[config.mk]
export PLATFORM = sky130hd
export DESIGN_NAME = creek_instr_loader_flat
export DESIGN_NICKNAME = d
export VERILOG_FILES = /design/src/rtl/creek_instr_loader_if.sv /design/src/rtl/creek_instr_loader.sv /design/src/flat_wrapper.sv
export SDC_FILE = /design/constraint.sdc
export NUM_CORES = 1
export LEC_CHECK = 0
export ABC_AREA = 0
export CELL_PAD_IN_SITES_DETAIL_PLACEMENT = 1
export CELL_PAD_IN_SITES_GLOBAL_PLACEMENT = 1
export CORE_MARGIN = 4
export CORE_UTILIZATION = 39
export DETAILED_ROUTE_END_ITERATION = 8
export GPL_TIMING_DRIVEN = 0
export PLACE_DENSITY_LB_ADDON = 0.1
export SLEW_MARGIN = 20
export SYNTH_ARGS = -nofsm -noshare
export SYNTH_HDL_FRONTEND = slang
export SYNTH_SLANG_ARGS = --single-unit
export TNS_END_PERCENT = 100
[constraint.sdc]
create_clock -name clock -period 12.9 [get_ports clock]
set_input_delay 3.87 -clock clock [delete_from_list [all_inputs] [get_ports clock]]
set_output_delay 3.87 -clock clock [all_outputs]
set_load 0.01 [all_outputs]
[src/rtl/creek_instr_loader_if.sv]
// -----------------------------------------------------------------------------
// creek_instr_loader_if
// Bus bundle between the program loader and its two neighbours: the DDR3
// controller's Avalon-MM local read interface and the instruction memory
// write port.
//   master : the loader (drives avl_read/avl_address and the instr_* port)
//   slave  : the DDR3 controller and instr_mem side
// Signals:
//   avl_ready          controller ready (inverse of waitrequest)
//   avl_read           read request
//   avl_address        DDR3 word address
//   avl_readdatavalid  read data valid
//   avl_readdata       read data beat
//   instr_writeaddr    instruction memory write address
//   instr_writedata    instruction word
//   instr_write        instruction memory write enable
// -----------------------------------------------------------------------------
`timescale 1ns/1ps
interface creek_instr_loader_if #(
  parameter int AVL_ADDR_WIDTH  = 26,
  parameter int AVL_DATA_WIDTH  = 128,
  parameter int INSTR_WIDTH     = 16,
  parameter int IMEM_ADDR_WIDTH = 10
) ();
  logic                       avl_ready;
  logic                       avl_read;
  logic [AVL_ADDR_WIDTH-1:0]  avl_address;
  logic                       avl_readdatavalid;
  logic [AVL_DATA_WIDTH-1:0]  avl_readdata;
  logic [IMEM_ADDR_WIDTH-1:0] instr_writeaddr;
  logic [INSTR_WIDTH-1:0]     instr_writedata;
  logic                       instr_write;

  modport master (
    input  avl_ready, avl_readdatavalid, avl_readdata,
    output avl_read, avl_address, instr_writeaddr, instr_writedata, instr_write
  );

  modport slave (
    output avl_ready, avl_readdatavalid, avl_readdata,
    input  avl_read, avl_address, instr_writeaddr, instr_writedata, instr_write
  );
endinterface

[src/rtl/creek_instr_loader.sv]
// -----------------------------------------------------------------------------
// creek_instr_loader
// Copies a program image from DDR3 into instruction memory. One 128-bit read
// is issued per beat (single outstanding read); each returned beat is split
// into eight 16-bit instructions, lowest halfword first, written on eight
// consecutive cycles to ascending instruction memory addresses from 0.
// Ports:
//   clock      rising-edge clock
//   reset_n    asynchronous active-low reset
//   start      one-cycle load request, honoured only when idle
//   base_addr  first DDR3 word address (sampled with start)
//   num_beats  number of beats (sampled with start), 0 = empty, >128 -> 128
//   busy       high while a load is in progress
//   done       one-cycle completion pulse
//   bus        Avalon read master + instruction memory write port
// All outputs come straight from flops.
// -----------------------------------------------------------------------------
`timescale 1ns/1ps
module creek_instr_loader #(
  parameter int AVL_ADDR_WIDTH  = 26,
  parameter int AVL_DATA_WIDTH  = 128,
  parameter int INSTR_WIDTH     = 16,
  parameter int IMEM_ADDR_WIDTH = 10
) (
  input  logic                      clock,
  input  logic                      reset_n,
  input  logic                      start,
  input  logic [AVL_ADDR_WIDTH-1:0] base_addr,
  input  logic [7:0]                num_beats,
  output logic                      busy,
  output logic                      done,
  creek_instr_loader_if.master      bus
);

  localparam int SLOTS       = AVL_DATA_WIDTH / INSTR_WIDTH;
  localparam int SLOT_W      = $clog2(SLOTS);
  localparam int MAX_BEATS_I = (1 << IMEM_ADDR_WIDTH) / SLOTS;
  localparam logic [7:0] MAX_BEATS = 8'(MAX_BEATS_I);

  typedef enum logic [2:0] {IDLE, REQ, WAIT, UNPACK, DONE} state_t;

  state_t                     state_q, state_d;
  logic [7:0]                 beats_q;
  logic [SLOT_W-1:0]          slot_q;
  logic [IMEM_ADDR_WIDTH-1:0] wr_addr_q;
  logic [AVL_DATA_WIDTH-1:0]  buf_q;
  logic [AVL_ADDR_WIDTH-1:0]  addr_q;
  logic                       read_q;
  logic                       write_q;
  logic [IMEM_ADDR_WIDTH-1:0] waddr_q;
  logic [INSTR_WIDTH-1:0]     wdata_q;
  logic                       busy_q;
  logic                       done_q;

  // The image can never exceed the instruction memory, so the beat count
  // is clamped to what fits.
  function automatic logic [7:0] sat_beats(input logic [7:0] n);
    return (n > MAX_BEATS) ? MAX_BEATS : n;
  endfunction

  // Next-state logic. In UNPACK, slot_q holds the index of the next halfword
  // to write; it wraps to 0 once the eighth write has been issued, and that
  // cycle ends the beat.
  always_comb begin
    state_d = state_q;
    unique case (state_q)
      IDLE:    if (start) state_d = (sat_beats(num_beats) == 8'd0) ? DONE : REQ;
      REQ:     if (bus.avl_ready) state_d = WAIT;
      WAIT:    if (bus.avl_readdatavalid) state_d = UNPACK;
      UNPACK:  if (slot_q == '0) state_d = (beats_q == 8'd1) ? DONE : REQ;
      DONE:    state_d = IDLE;
      default: state_d = IDLE;
    endcase
  end

  // State, counters and registered outputs
  always_ff @(posedge clock or negedge reset_n) begin
    if (!reset_n) begin
      state_q   <= IDLE;
      beats_q   <= '0;
      slot_q    <= '0;
      wr_addr_q <= '0;
      addr_q    <= '0;
      read_q    <= 1'b0;
      write_q   <= 1'b0;
      waddr_q   <= '0;
      wdata_q   <= '0;
      busy_q    <= 1'b0;
      done_q    <= 1'b0;
    end else begin
      state_q <= state_d;
      busy_q  <= (state_d == REQ) || (state_d == WAIT) || (state_d == UNPACK);
      done_q  <= (state_d == DONE);
      read_q  <= (state_d == REQ);
      write_q <= 1'b0;
      case (state_q)
        IDLE: begin
          if (start) begin
            addr_q    <= base_addr;
            beats_q   <= sat_beats(num_beats);
            wr_addr_q <= '0;
          end
        end
        WAIT: begin
          // Slot 0 is written straight from the bus so the first write lands
          // the cycle after the data returns.
          if (bus.avl_readdatavalid) begin
            write_q   <= 1'b1;
            wdata_q   <= bus.avl_readdata[INSTR_WIDTH-1:0];
            waddr_q   <= wr_addr_q;
            wr_addr_q <= wr_addr_q + 1'b1;
            slot_q    <= SLOT_W'(1);
          end
        end
        UNPACK: begin
          if (slot_q != '0) begin
            write_q   <= 1'b1;
            wdata_q   <= buf_q[INSTR_WIDTH*int'(slot_q) +: INSTR_WIDTH];
            waddr_q   <= wr_addr_q;
            wr_addr_q <= wr_addr_q + 1'b1;
            slot_q    <= slot_q + 1'b1;
          end else begin
            beats_q <= beats_q - 8'd1;
            if (beats_q != 8'd1) addr_q <= addr_q + 1'b1;
          end
        end
        default: ;
      endcase
    end
  end

  // Beat buffer: plain data, no reset needed
  always_ff @(posedge clock) begin
    if (state_q == WAIT && bus.avl_readdatavalid) buf_q <= bus.avl_readdata;
  end

  assign bus.avl_read        = read_q;
  assign bus.avl_address     = addr_q;
  assign bus.instr_write     = write_q;
  assign bus.instr_writeaddr = waddr_q;
  assign bus.instr_writedata = wdata_q;
  assign busy                = busy_q;
  assign done                = done_q;

endmodule
[src/flat_wrapper.sv]
// flat-port wrapper written by rule: the top's interface ports become plain ports
module creek_instr_loader_flat 
#(
  parameter int AVL_ADDR_WIDTH  = 26,
  parameter int AVL_DATA_WIDTH  = 128,
  parameter int INSTR_WIDTH     = 16,
  parameter int IMEM_ADDR_WIDTH = 10
)
  (clock, reset_n, start, base_addr, num_beats, busy, done, bus_avl_ready, bus_avl_readdatavalid, bus_avl_readdata, bus_avl_read, bus_avl_address, bus_instr_writeaddr, bus_instr_writedata, bus_instr_write);
  creek_instr_loader_if #(.AVL_ADDR_WIDTH(AVL_ADDR_WIDTH), .AVL_DATA_WIDTH(AVL_DATA_WIDTH), .INSTR_WIDTH(INSTR_WIDTH), .IMEM_ADDR_WIDTH(IMEM_ADDR_WIDTH)) bus_i ();
  input  logic clock;
  input  logic reset_n;
  input  logic start;
  input  logic [AVL_ADDR_WIDTH-1:0] base_addr;
  input  logic [7:0] num_beats;
  output logic busy;
  output logic done;
  input wire logic [$bits(bus_i.avl_ready)-1:0] bus_avl_ready;
  input wire logic [$bits(bus_i.avl_readdatavalid)-1:0] bus_avl_readdatavalid;
  input wire logic [$bits(bus_i.avl_readdata)-1:0] bus_avl_readdata;
  output wire logic [$bits(bus_i.avl_read)-1:0] bus_avl_read;
  output wire logic [$bits(bus_i.avl_address)-1:0] bus_avl_address;
  output wire logic [$bits(bus_i.instr_writeaddr)-1:0] bus_instr_writeaddr;
  output wire logic [$bits(bus_i.instr_writedata)-1:0] bus_instr_writedata;
  output wire logic [$bits(bus_i.instr_write)-1:0] bus_instr_write;
  assign bus_i.avl_ready = bus_avl_ready;
  assign bus_i.avl_readdatavalid = bus_avl_readdatavalid;
  assign bus_i.avl_readdata = bus_avl_readdata;
  assign bus_avl_read = bus_i.avl_read;
  assign bus_avl_address = bus_i.avl_address;
  assign bus_instr_writeaddr = bus_i.instr_writeaddr;
  assign bus_instr_writedata = bus_i.instr_writedata;
  assign bus_instr_write = bus_i.instr_write;
  creek_instr_loader #(.AVL_ADDR_WIDTH(AVL_ADDR_WIDTH), .AVL_DATA_WIDTH(AVL_DATA_WIDTH), .INSTR_WIDTH(INSTR_WIDTH), .IMEM_ADDR_WIDTH(IMEM_ADDR_WIDTH)) u_core (.clock(clock), .reset_n(reset_n), .start(start), .base_addr(base_addr), .num_beats(num_beats), .busy(busy), .done(done), .bus(bus_i));
endmodule
### Word level (Yosys, flattened, before mapping)

Index checks and enable logic that the tools add are counted.
W data, S select, Z words.

| cells by class | value |
|---|---|
| add/sub/neg operators | 4 |
| $mul | 0 |
| div/mod/pow operators | 0 |
| magnitude comparators | 1 |
| eq/ne operators | 14 |
| shift operators | 1 |
| muxes and demuxes | 31 |
| bitwise logic cells | 0 |
| reduce and logical (&&, ||, !) cells | 14 |

Operators by type and width:

| kind | number |
|---|---|
| $shiftx A128 B8 Y16 | 1 |
| $mux W26 | 3 |
| $pmux W26 S2 | 1 |
| $mux W10 | 5 |
| $mux W16 | 2 |
| $pmux W16 S2 | 1 |
| $pmux W10 S3 | 1 |
| $add A26 B1 Y26 const B | 1 |
| $mux W3 | 8 |
| $mux W8 | 3 |
| $pmux W10 S2 | 1 |
| $pmux W8 S2 | 1 |
| $eq A3 B2 Y1 const B | 4 |
| $pmux W3 S4 | 1 |
| $add A10 B1 Y10 const B | 1 |
| $eq A8 B1 Y1 const B | 1 |
| $gt A8 B8 Y1 const B | 1 |
| $logic_not A8 Y1 | 1 |
| $ne A8 B1 Y1 const B | 1 |
| $reduce_and A4 Y1 | 2 |
| $sub A8 B1 Y8 const B | 1 |
| $eq A3 B1 Y1 const B | 2 |
| $logic_not A3 Y1 | 2 |
| $ne A2 B2 Y1 const B | 3 |
| 11 further kinds | 17 |

| storage, ports and cells | value |
|---|---|
| flip-flop bits (word level) | 208 |
| latch bits | 0 |
| RAM bits | 0 |
| memory bits (read-only) | 0 |
| word-level logic and storage cells | 77 |
| memories kept | 0 |

### Longest topological paths before layout

| logic depth | value |
|---|---|
| depth after elaboration | 9 |
| gate-level depth with buffers | 11 |

### Worst setup path after synthesis

OpenSTA, ideal clock, no wires.

| timing path | value |
|---|---|
| path type | in2reg |
| from | input bus_avl_readdatavalid |
| to | register u_core.buf_q[0], enable pin |
| library setup time | 811 ps |
| arrival | 13284 ps |
| path slack | -1195 ps |
| stages | 1 |
| cells stage by stage | nor3b_1 |

| on the way | value |
|---|---|
| longest elaborated chain between the ends | 1 |

RTL lines:

| element | RTL line | source |
|---|---|---|
| from (decl) | flat_wrapper.sv:19 | `input wire logic [$bits(bus_i.avl_readdatavalid)-1:0] bus_avl_readdatavalid;` |
| $logic_and A1 B1 Y1 | creek_instr_loader.sv:134 | `if (state_q == WAIT && bus.avl_readdatavalid) buf_q <= bus.avl_readdata;` |
| to (signal assigned) | creek_instr_loader.sv:134 |  |
| to (decl) | creek_instr_loader.sv:46 | `logic [AVL_DATA_WIDTH-1:0] buf_q;` |

Every way passes these cells.
A chain may end at the register's enable or synchronous reset.

### Worst setup path in the final report

| timing path | value |
|---|---|
| from | input start |
| to | register u_core.addr_q[4] (netlist: u_core.bus.avl_address[4]) |

| on the way | value |
|---|---|
| longest elaborated chain between the ends | 2 |

RTL lines:

| element | RTL line | source |
|---|---|---|
| from (decl) | flat_wrapper.sv:13 | `input logic start;` |
| $ne A2 B2 Y1 (no line) | - |  |
| $reduce_and A4 Y1 (no line) | - |  |
| to (signal assigned) | creek_instr_loader.sv:99 | `addr_q <= base_addr;` |
| to (signal assigned) | creek_instr_loader.sv:124 | `if (beats_q != 8'd1) addr_q <= addr_q + 1'b1;` |
| to (decl) | creek_instr_loader.sv:47 | `logic [AVL_ADDR_WIDTH-1:0] addr_q;` |

Every way passes these cells.

==> impl_metrics.json <==
{
  "antenna_found_initial": 0,
  "num_antenna_cells": 0,
  "status": "finished, final reports clean",
  "num_vias": 6875,
  "yosysUniqueCellTypes": 66,
  "die_y_microns": 160,
  "path_clk_slew_ns": 0.06,
  "grtUsageTotal": 0.217,
  "fin_skew_ns": 0.00774,
  "gp_congestion": 0.885,
  "cts_post_setup_buffers_inserted": 0,
  "fin_crit_ns": 5.52,
  "slew_headroom": 0.471,
  "ys_warn_count": 0,
  "rsz0062_at_grt": "no",
  "postRouteAntennaNets": 0,
  "async_reset_ff_frac": 0.385,
  "cap_violations": 0,
  "hp-class": "reg -> reg",
  "fin_area_sq_um": 12500,
  "p_per_area_nw_per_um2": 221,
  "synth_top_area_frac": 0.428,
  "ys_seq_elements": 208,
  "drt_first_pass_iters": 4,
  "drtIter0Drc": 404,
  "overflow": 0,
  "synth-main-ff-cell": "edfxtp_1",
  "grt_max_degree": 51,
  "placed_area_sq_um": 11700,
  "cts_tree": "yes",
  "dp_hpwl_mm": 20.7,
  "route.detailed.drc": 0,
  "fmax_ghz": 0.181,
  "numCtsBuffers": 24,
  "ys_seq_area_frac": 0.651,
  "chipWidth_microns": 160,
  "cp.required_ns": 13.33,
  "slowest_stage": "clkdlybuf4s50_1",
  "start_kind": "input port",
  "wire_per_inst_microns": 22.4,
  "report.final.slew_viol_count": 0,
  "layout-drive-gt1-share": 0.110,
  "hold_start": "u_core.bus.instr_writeaddr[9]$_DFFE_PN0P_",
  "cp_data_arrival_time_ns": 5.95,
  "wirelength_mm": 28.0,
  "postSynthAreaPerCell_sq_um": 13.1,
  "worstSetupPathType": "in -> reg",
  "crit_fanout": 10,
  "cts_resized": 0,
  "final_nets": 1119,
  "syn-cell-area_sq_um": 8980,
  "htreeDepth": 1,
  "cp_slowest_stage_delay_ns": 0.55,
  "power.leakage_nw": 4.58,
  "r2r_start": "u_core.slot_q[1]$_DFFE_PN0P_",
  "synth_edf_count": 128,
  "critical_path.endpoint_type": "register",
  "hold_viol": 0,
  "setup_violations": 0,
  "final_util": 0.554,
  "critPathLaunch": "start",
  "cpMostUsedCell": "a21oi_1",
  "pin_count": 223,
  "yosysTopAreaCell": "edfxtp_1",
  "syn_nets": 861,
  "grt_first_pass_wirelength_mm": 43.8,
  "postSynthCellCount": 688,
  "num_rows": 55,
  "irDropWorstVdd_v": 0.000121,
  "core-area_sq_um": 22600,
  "setup_tns_ns": 0,
  "synth.area.top_cells": "edfxtp_1 (43%), dfrtp_1 (22%), mux4_2 (8.0%)",
  "port_buffers": 222,
  "postCtsHoldBufs": 0,
  "start_util": 0.397,
  "clk_latency_ns": 0.51,
  "drt-vias-per-instance": 5.50,
  "cts.sinks": 208,
  "finalCritPeriodShare": 0.428,
  "clock_path_buffers": 3,
  "die-area_sq_um": 25500,
  "areaGrowthSynthToFinish_pct": 39.5,
  "grt_pass1_vias": 7797,
  "path_cells": "clkdlybuf4s50_1 > or3b_1 > a21o_1 > a21oi_2 > buf_4 > a21oi_1 > a21oi_1",
  "tightest_slew_ns": 0.794,
  "root_buffer": "clkbuf_16"
}
## critical path, delay by kind of cell
kind,cells,cell delay (ns)
AOI/OAI and AO/OA,4,0.87
and+or+nand+nor,1,0.36
buffers and inverters,2,0.84
## cell families (layout without fill, tap and decap cells)
kind of cell,count (synthesis),in the layout,synth area share
XOR/XNOR,4,4,0.00390
adder cells (fa/ha/maj),6,6,0.00836
buffers and inverters,47,323,0.0226
flip-flops,208,208,0.651
multiplexers,34,34,0.0825
AND/OR/NAND/NOR,234,234,0.125
AO/OA/AOI/OAI,155,155,0.107
## final cells by class
type	count	area [sq um]
Fill cell	2265	10100
Sequential cell	208	5850
Multi-Input combinational cell	433	2950
Timing Repair Buffer	232	2370
Clock buffer	32	662
Tap cell	285	357
Buffer	39	173
Clock inverter	12	145
Inverter	8	30.0
## worst paths after layout
check,endpoint,slack (ns),cells past startpoint
worst max-delay path,u_core.bus.avl_address[4]$_DFFE_PN0P_,7.38,7
worst min-delay path,u_core.bus.instr_writeaddr[9]$_DFFE_PN0P_,0.47,2
worst max register to register,u_core.bus.instr_writeaddr[1]$_DFFE_PN0P_,9.60,10
worst min register to register,u_core.bus.instr_writeaddr[9]$_DFFE_PN0P_,0.47,2
max in group asynchronous,u_core.wr_addr_q[2]$_DFFE_PN0P_,8.97,2
min in group asynchronous,u_core.beats_q[3]$_DFFE_PN0P_,3.31,1
## synth_stat cells (all sizes together), types with 4 or more instances
cell,number
nand4,11
nand3,28
ha,6
o22ai,6
a21oi,35
o21ai,66
buf,15
edfxtp,128
a22oi,10
dfrtp,80
nor4,6
nor2,44
nor3,8
a31oi,5
and3,10
nand2,102
o22a,4
inv,7
mux4,32
clkbuf,24
## power by group
part	total, mW	internal, mW	switching [mW]	leakage (nW)
Clock	0.694	0.421	0.273	0.388
Combinational	1.09	0.472	0.618	2.04
Sequential	0.991	0.871	0.120	2.15
## layout by cell type (no fill, tap or decap), types with 6 or more instances in the layout
master	count
nand4_1	11
dfrtp_1	80
ha_1	6
nand3_1	28
and3_1	10
nor3_1	8
a22oi_1	10
clkdlybuf4s50_1	221
nor2_1	43
clkbuf_1	28
buf_2	9
mux4_2	32
o21ai_0	66
edfxtp_1	128
a21oi_1	34
clkbuf_16	25
nand2_1	102
o22ai_1	6
inv_1	7
## metal layers
layer	routed length, microns	vias to the layer above	GRT usage
met2	14600	214	0.391
met1	11000	3485	0.265
li1	-	3134	-
met3	1630	42	0.0428
met4	745	0	0.0655
met5	0	-	0
## stage by stage
stage	hold WS, ns	instances	total power [mW]	worst slack [ns]
2_1_floorplan	0.460	688	1.59	3.47
3_3_place_gp	0.459	1195	2.04	1.07
3_5_place_dp	0.464	1205	2.10	6.88
4_1_cts	0.479	1249	2.81	7.39
5_1_grt	0.509	1249	2.95	7.29
6_report	0.473	1249	2.78	7.38
## state kept, by name, summed over array words and instances (netlist names)
name	cells
u_core.busy	1
u_core.bus.instr_write	1
u_core.done	1
u_core.bus.avl_address	26
u_core.bus.instr_writedata	16
u_core.bus.instr_writeaddr	10
u_core.bus.avl_read	1
u_core.slot_q	3
u_core.buf_q	128
u_core.state_q	3
u_core.wr_addr_q	10
u_core.beats_q	8
Note: power is estimated with default switching activity, not from simulation.
